===== src/rtl/alu_seq.sv =====
// Sequential ALU with a valid/ready handshake on both sides: single-cycle logic/arith/shift ops
// and a WIDTH-cycle shift-add unsigned multiplier. Result and flags are registered and held until taken.
module alu_seq #(
    parameter int WIDTH = 32
) (
    input  logic             clk,
    input  logic             rst,
    input  logic             in_valid,
    output logic             in_ready,
    input  logic [WIDTH-1:0] A,
    input  logic [WIDTH-1:0] B,
    input  logic [5:0]       ALUControl,
    output logic             out_valid,
    input  logic             out_ready,
    output logic [WIDTH-1:0] Result,
    output logic             Zero,
    output logic             Negative,
    output logic             CarryOut,
    output logic             Overflow,
    output logic             Illegal
);
    localparam logic [5:0] OP_SLL = 6'h00;
    localparam logic [5:0] OP_SRL = 6'h02;
    localparam logic [5:0] OP_MUL = 6'h18;
    localparam logic [5:0] OP_ADD = 6'h20;
    localparam logic [5:0] OP_SUB = 6'h22;
    localparam logic [5:0] OP_AND = 6'h24;
    localparam logic [5:0] OP_OR  = 6'h25;
    localparam logic [5:0] OP_XOR = 6'h26;
    localparam logic [5:0] OP_CMP = 6'h2A;

    localparam int SHW  = $clog2(WIDTH);
    localparam int CNTW = $clog2(WIDTH + 1);

    typedef enum logic [1:0] {IDLE, MUL, DONE} state_t;

    state_t              state_reg;
    logic [2*WIDTH-1:0]  prod_reg;
    logic [WIDTH-1:0]    mcand_reg;
    logic [CNTW-1:0]     cnt_reg;

    logic [WIDTH:0]      add_w, sub_w, sll_w, srl_w, partial;
    logic [2*WIDTH-1:0]  prod_step;
    logic [SHW-1:0]      shamt;
    logic [WIDTH-1:0]    alu_res;
    logic                alu_c, alu_v, alu_ill;

    assign in_ready  = (state_reg == IDLE);
    assign out_valid = (state_reg == DONE);

    assign shamt = B[SHW-1:0];
    assign add_w = {1'b0, A} + {1'b0, B};
    assign sub_w = {1'b0, A} + {1'b0, ~B} + (WIDTH+1)'(1);
    // One extra bit on each shifter catches the last bit shifted out (naturally 0 for shamt 0).
    assign sll_w = {1'b0, A} << shamt;
    assign srl_w = {A, 1'b0} >> shamt;

    // Upper half accumulates, lower half holds the remaining multiplier bits.
    assign partial   = {1'b0, prod_reg[2*WIDTH-1:WIDTH]} + (prod_reg[0] ? {1'b0, mcand_reg} : '0);
    assign prod_step = {partial, prod_reg[WIDTH-1:1]};

    always_comb begin
        alu_res = '0;
        alu_c   = 1'b0;
        alu_v   = 1'b0;
        alu_ill = 1'b0;
        case (ALUControl)
            OP_ADD: begin
                alu_res = add_w[WIDTH-1:0];
                alu_c   = add_w[WIDTH];
                alu_v   = (A[WIDTH-1] == B[WIDTH-1]) && (add_w[WIDTH-1] != A[WIDTH-1]);
            end
            OP_SUB: begin
                alu_res = sub_w[WIDTH-1:0];
                alu_c   = sub_w[WIDTH];
                alu_v   = (A[WIDTH-1] != B[WIDTH-1]) && (sub_w[WIDTH-1] != A[WIDTH-1]);
            end
            OP_AND: alu_res = A & B;
            OP_OR:  alu_res = A | B;
            OP_XOR: alu_res = A ^ B;
            OP_CMP: alu_res = {{(WIDTH-1){1'b0}}, ($signed(A) < $signed(B))};
            OP_SLL: begin
                alu_res = sll_w[WIDTH-1:0];
                alu_c   = sll_w[WIDTH];
            end
            OP_SRL: begin
                alu_res = srl_w[WIDTH:1];
                alu_c   = srl_w[0];
            end
            default: alu_ill = 1'b1;
        endcase
    end

    always_ff @(posedge clk or posedge rst) begin
        if (rst) begin
            state_reg <= IDLE;
            prod_reg  <= '0;
            mcand_reg <= '0;
            cnt_reg   <= '0;
            Result    <= '0;
            Zero      <= 1'b0;
            Negative  <= 1'b0;
            CarryOut  <= 1'b0;
            Overflow  <= 1'b0;
            Illegal   <= 1'b0;
        end else begin
            case (state_reg)
                IDLE: begin
                    if (in_valid) begin
                        if (ALUControl == OP_MUL) begin
                            mcand_reg <= A;
                            prod_reg  <= {{WIDTH{1'b0}}, B};
                            cnt_reg   <= CNTW'(WIDTH);
                            state_reg <= MUL;
                        end else begin
                            Result    <= alu_res;
                            Zero      <= (alu_res == '0);
                            Negative  <= alu_res[WIDTH-1];
                            CarryOut  <= alu_c;
                            Overflow  <= alu_v;
                            Illegal   <= alu_ill;
                            state_reg <= DONE;
                        end
                    end
                end
                MUL: begin
                    prod_reg <= prod_step;
                    cnt_reg  <= cnt_reg - CNTW'(1);
                    // The final step publishes straight from the step logic to save a cycle.
                    if (cnt_reg == CNTW'(1)) begin
                        Result    <= prod_step[WIDTH-1:0];
                        Zero      <= (prod_step[WIDTH-1:0] == '0);
                        Negative  <= prod_step[WIDTH-1];
                        CarryOut  <= 1'b0;
                        Overflow  <= |prod_step[2*WIDTH-1:WIDTH];
                        Illegal   <= 1'b0;
                        state_reg <= DONE;
                    end
                end
                DONE: begin
                    if (out_ready)
                        state_reg <= IDLE;
                end
                default: state_reg <= IDLE;
            endcase
        end
    end
endmodule


===== config.mk =====
export PLATFORM = sky130hd
export DESIGN_NAME = alu_seq
export DESIGN_NICKNAME = d
export VERILOG_FILES = /design/src/rtl/alu_seq.sv
export SDC_FILE = /design/constraint.sdc
export NUM_CORES = 1
export LEC_CHECK = 0
export CAP_MARGIN = 20
export CORE_UTILIZATION = 35
export CTS_CLUSTER_SIZE = 40
export DETAILED_ROUTE_END_ITERATION = 8
export HOLD_SLACK_MARGIN = 0.08
export MAX_ROUTING_LAYER = met4
export SKIP_CTS_REPAIR_TIMING = 1
export SKIP_LAST_GASP = 1
export SYNTH_ARGS = -nofsm -noshare
export SYNTH_HDL_FRONTEND = slang
export SYNTH_SLANG_ARGS = --single-unit

===== constraint.sdc =====
create_clock -name clk -period 14.4 [get_ports clk]
set_input_delay 2.88 -clock clk [delete_from_list [all_inputs] [get_ports clk]]
set_output_delay 2.88 -clock clk [all_outputs]
set_load 0.01 [all_outputs]

==> impl_metrics.xml <==
<?xml version="1.0" encoding="UTF-8"?>
<metrics>
  <group name="run_status">
    <metric name="status" unit="">finished, final reports clean</metric>
  </group>
  <group name="synthesis">
    <metric name="synth_area_per_cell" unit="um2">8.02</metric>
    <metric name="seq_total_area_yosys" unit="">0.193</metric>
    <metric name="yosys_register_bits" unit="">140</metric>
    <metric name="netlist.area_leader.share" unit="">0.193</metric>
    <metric name="post_synth_inst_count" unit="">2257</metric>
    <metric name="synthMostInstantiatedCell" unit="">sky130_fd_sc_hd__nand2_1</metric>
    <metric name="synth_area_leader_cell" unit="">sky130_fd_sc_hd__dfrtp_1</metric>
    <metric name="syn-cell-area" unit="um2">18100</metric>
    <metric name="number_of_distinct_library_cells_after_synthesis" unit="">102</metric>
    <metric name="synth_fp_nets" unit="">2482</metric>
    <metric name="synth_enable_flop_cells" unit="">0</metric>
    <metric name="netlist_top_cells_area" unit="">sky130_fd_sc_hd__dfrtp_1 19%, sky130_fd_sc_hd__ha_1 10%, sky130_fd_sc_hd__mux2_2 5.2%, sky130_fd_sc_hd__mux2i_1 5.0%, sky130_fd_sc_hd__o21ai_0 4.5%</metric>
    <metric name="netlist_top_cells_count" unit="">209 x sky130_fd_sc_hd__nand2_1, 170 x sky130_fd_sc_hd__nor2_1, 162 x sky130_fd_sc_hd__o21ai_0, 148 x sky130_fd_sc_hd__ha_1, 144 x sky130_fd_sc_hd__a21oi_1</metric>
    <metric name="synth_flop_cell" unit="">sky130_fd_sc_hd__dfrtp_1</metric>
    <metric name="yosysWarnings" unit="">0</metric>
    <metric name="synthArstFlopShare" unit="">1.00</metric>
  </group>
  <group name="setup_path">
    <metric name="timing.rr.start" unit="">prod_reg[0]</metric>
    <metric name="timing.critical_path.buf_inv" unit="">2</metric>
    <metric name="critical_path.most_common_cell" unit="">sky130_fd_sc_hd__nand4_1</metric>
    <metric name="worst_path_dominant_cell_family" unit="">compound AO/OA/AOI/OAI gates</metric>
    <metric name="timing.critical_path.required" unit="ns">14.77</metric>
    <metric name="crit_path_max_fanout" unit="">8</metric>
    <metric name="worstSetupStartpoint" unit="">A[0]</metric>
    <metric name="crit_chain" unit="">clkdlybuf4s50_1 -&gt; inv_1 -&gt; ha_1 -&gt; fa_1 -&gt; o21bai_1 -&gt; a211oi_1 -&gt; o21ai_0 -&gt; mux2i_1 -&gt; a32oi_1 -&gt; nand4_1 -&gt; nor4_1 -&gt; nand4_1 -&gt; nor4_1 -&gt; nand4_1 -&gt; o31ai_2</metric>
    <metric name="delay_of_the_slowest_critical_path_stage" unit="ns">0.82</metric>
    <metric name="critical_path.slowest_cell" unit="">sky130_fd_sc_hd__clkdlybuf4s50_1</metric>
    <metric name="arrival" unit="ns">8.36</metric>
    <metric name="timing_worst_setup_path_type" unit="">in2reg</metric>
    <metric name="critical_path.endpoint_type" unit="">flip-flop</metric>
    <metric name="timing.critical_path.from_type" unit="">input pin</metric>
  </group>
  <group name="final_layout">
    <metric name="area_growth_syn_to_layout" unit="%">11.6</metric>
    <metric name="fill_cells" unit="">5218</metric>
    <metric name="post_route_cells_drive_above_1_share" unit="">0.113</metric>
    <metric name="layoutNonFillerInstCount" unit="">2953</metric>
    <metric name="multi_input_comb_area" unit="um2">13400</metric>
    <metric name="final-seq-area" unit="um2">3500</metric>
    <metric name="flip_flop_count_of_the_largest_register_all_copies_and_words_added" unit="">64</metric>
    <metric name="final_net_count" unit="">2490</metric>
  </group>
  <group name="timing">
    <metric name="final_critical_path_setup_slack" unit="ns">6.41</metric>
    <metric name="clock.fmax" unit="MHz">125</metric>
    <metric name="worst_pin_slew" unit="ns">1.13</metric>
    <metric name="final.setup.tns" unit="ns">0</metric>
    <metric name="rsz0062_at_grt" unit="">false</metric>
    <metric name="final.min_clock_period" unit="ns">7.99</metric>
    <metric name="setup_viol_count_final" unit="">0</metric>
    <metric name="hold_viol_final" unit="">0</metric>
    <metric name="timing.max_slew.rel_slack" unit="">0.241</metric>
    <metric name="final_max_slew_violation_count" unit="">0</metric>
    <metric name="clock-skew-final" unit="ns">0.0134</metric>
    <metric name="post_route_clock_period_utilization" unit="">0.555</metric>
  </group>
  <group name="power">
    <metric name="power.sequential.fraction" unit="">0.298</metric>
    <metric name="vdd_drop_max" unit="V">0.0000773</metric>
    <metric name="cellPowerDensity" unit="nW/um2">93.6</metric>
    <metric name="switchingPower" unit="uW">834</metric>
    <metric name="clock_power_share" unit="">0.221</metric>
    <metric name="swShare" unit="">0.441</metric>
    <metric name="power_share_of_the_combinational_group" unit="">0.481</metric>
    <metric name="power.leakage" unit="nW">8.61</metric>
    <metric name="power" unit="mW">1.89</metric>
    <metric name="power_report.internal_total" unit="mW">1.06</metric>
  </group>
  <group name="die">
    <metric name="start_util" unit="">0.358</metric>
    <metric name="top_level_ports" unit="">113</metric>
    <metric name="total_die_area" unit="um2">52600</metric>
    <metric name="floorplan.die.width" unit="um">229</metric>
    <metric name="die_h" unit="um">229</metric>
    <metric name="number_of_placement_rows" unit="">82</metric>
    <metric name="coreArea" unit="um2">50600</metric>
  </group>
  <group name="route">
    <metric name="postRouteWirelength" unit="um">93800</metric>
    <metric name="drt-pass1-iter-count" unit="">8</metric>
    <metric name="route.detailed.drc" unit="">0</metric>
    <metric name="routedWlPerCell" unit="um">31.8</metric>
    <metric name="detail-route-antenna-nets" unit="">0</metric>
    <metric name="via_count" unit="">19500</metric>
    <metric name="routed_via_density" unit="">6.60</metric>
    <metric name="detail_route.iter0.violations" unit="">1952</metric>
  </group>
  <group name="place">
    <metric name="dp_hpwl" unit="um">72100</metric>
    <metric name="buffer_ports.inserted" unit="">112</metric>
    <metric name="globalplace.congestion" unit="">1.07</metric>
    <metric name="placed_instances" unit="">2918</metric>
    <metric name="place_ws" unit="ns">6.19</metric>
  </group>
  <group name="global_route">
    <metric name="gr-usage-all-layers" unit="">0.360</metric>
    <metric name="antenna_found_initial" unit="">3</metric>
    <metric name="grt_start_max_net_pins" unit="">74</metric>
    <metric name="grt_first_pass_wirelength" unit="um">135000</metric>
    <metric name="gr-total-overflow" unit="">0</metric>
    <metric name="first_global_vias" unit="">18800</metric>
  </group>
  <group name="run">
    <metric name="drv_cap" unit="">0</metric>
  </group>
  <group name="clock_tree">
    <metric name="cts.path.max_buffers" unit="">2</metric>
    <metric name="clkTransAtPathRegs" unit="ns">0.06</metric>
    <metric name="clk_root_buffer_cell" unit="">sky130_fd_sc_hd__clkbuf_16</metric>
    <metric name="cts_inserted_buffers" unit="">17</metric>
    <metric name="clock-sinks" unit="">140</metric>
    <metric name="cts_tree" unit="">built</metric>
    <metric name="clock_latency" unit="ns">0.47</metric>
    <metric name="h-tree-depth" unit="">4</metric>
  </group>
  <group name="hold_path">
    <metric name="timing.hold.worst.start" unit="">Result[19]</metric>
    <metric name="min-delay-path-class" unit="">reg2reg</metric>
  </group>
</metrics>
-- final cells by class --
cell class | instances | share of cell area
clock inverter | 12 | 0.00458
multi-input combinational | 1828 | 0.662
inverter | 111 | 0.0209
timing repair buffer | 167 | 0.0752
clock buffer | 20 | 0.0216
tap | 672 | 0.0416
sequential | 140 | 0.173
antenna | 3 | 0.000372
-- final timing paths --
kind                            slack [ns]  cells past startpoint      endpoint
worst max register to register        9.60                     15      Overflow
min in group asynchronous             2.80                      2    Result[27]
max in group asynchronous            10.53                      3  prod_reg[43]
worst min register to register        0.48                      2    Result[19]
worst max-delay path                  6.41                     15          Zero
worst min-delay path                  0.48                      2    Result[19]
-- cell families after synthesis --
logic type / share of synthesized area
multiplexers: 0.146
buffers and inverters: 0.0708
XOR/XNOR: 0.0208
flip-flops: 0.193
AND/OR/NAND/NOR: 0.185
AO/OA/AOI/OAI: 0.279
adder cells (fa/ha/maj): 0.106
-- through the flow --
step | hold WS, ns | util | area (um2)
after global placement | 0.466 | 0.389 | 19700
final | 0.480 | 0.399 | 20200
after CTS | 0.486 | 0.399 | 20200
after global routing | 0.515 | 0.399 | 20200
after detailed placement | 0.472 | 0.389 | 19700
after floorplan | 0.456 | - | 18100
-- worst min-delay path, delay by kind of cell, from the launching register on --
family	cells	cell delay, ns
flops	1	0.34
compound gates	1	0.06
simple gates	1	0.05
-- power by group through the flow --
stage | logic (mW) | clock network [mW] | registers, mW
floorplan | 0.579 | 0 | 0.550
CTS | 0.889 | 0.428 | 0.560
finish | 0.910 | 0.418 | 0.562
global placement | 0.876 | 0 | 0.562
detailed placement | 0.885 | 0 | 0.566
global route | 0.973 | 0.440 | 0.572
-- layout by cell type, fill, tap and decap left out, types with 48 or more instances in the layout --
cell type                         instances
sky130_fd_sc_hd__buf_4                   57
sky130_fd_sc_hd__a21oi_1                144
sky130_fd_sc_hd__dfrtp_1                140
sky130_fd_sc_hd__clkdlybuf4s50_1        108
sky130_fd_sc_hd__mux2_2                  83
sky130_fd_sc_hd__inv_1                  106
sky130_fd_sc_hd__nor3_1                  52
sky130_fd_sc_hd__nand2_1                208
sky130_fd_sc_hd__o21ai_0                162
sky130_fd_sc_hd__nor2_1                 165
sky130_fd_sc_hd__nand3_1                 48
sky130_fd_sc_hd__ha_1                   148
sky130_fd_sc_hd__mux2i_1                 91
-- layer usage --
| layer | vias up | wire length [um] | GRT usage |
|---|---|---|---|
| li1 | 8481 | - | - |
| met1 | 9777 | 39400 | 0.457 |
| met2 | 1020 | 42200 | 0.553 |
| met4 | 0 | 5260 | 0.184 |
| met3 | 204 | 7010 | 0.0547 |
| met5 | - | 0 | - |
(Power assumes the default switching activity.)
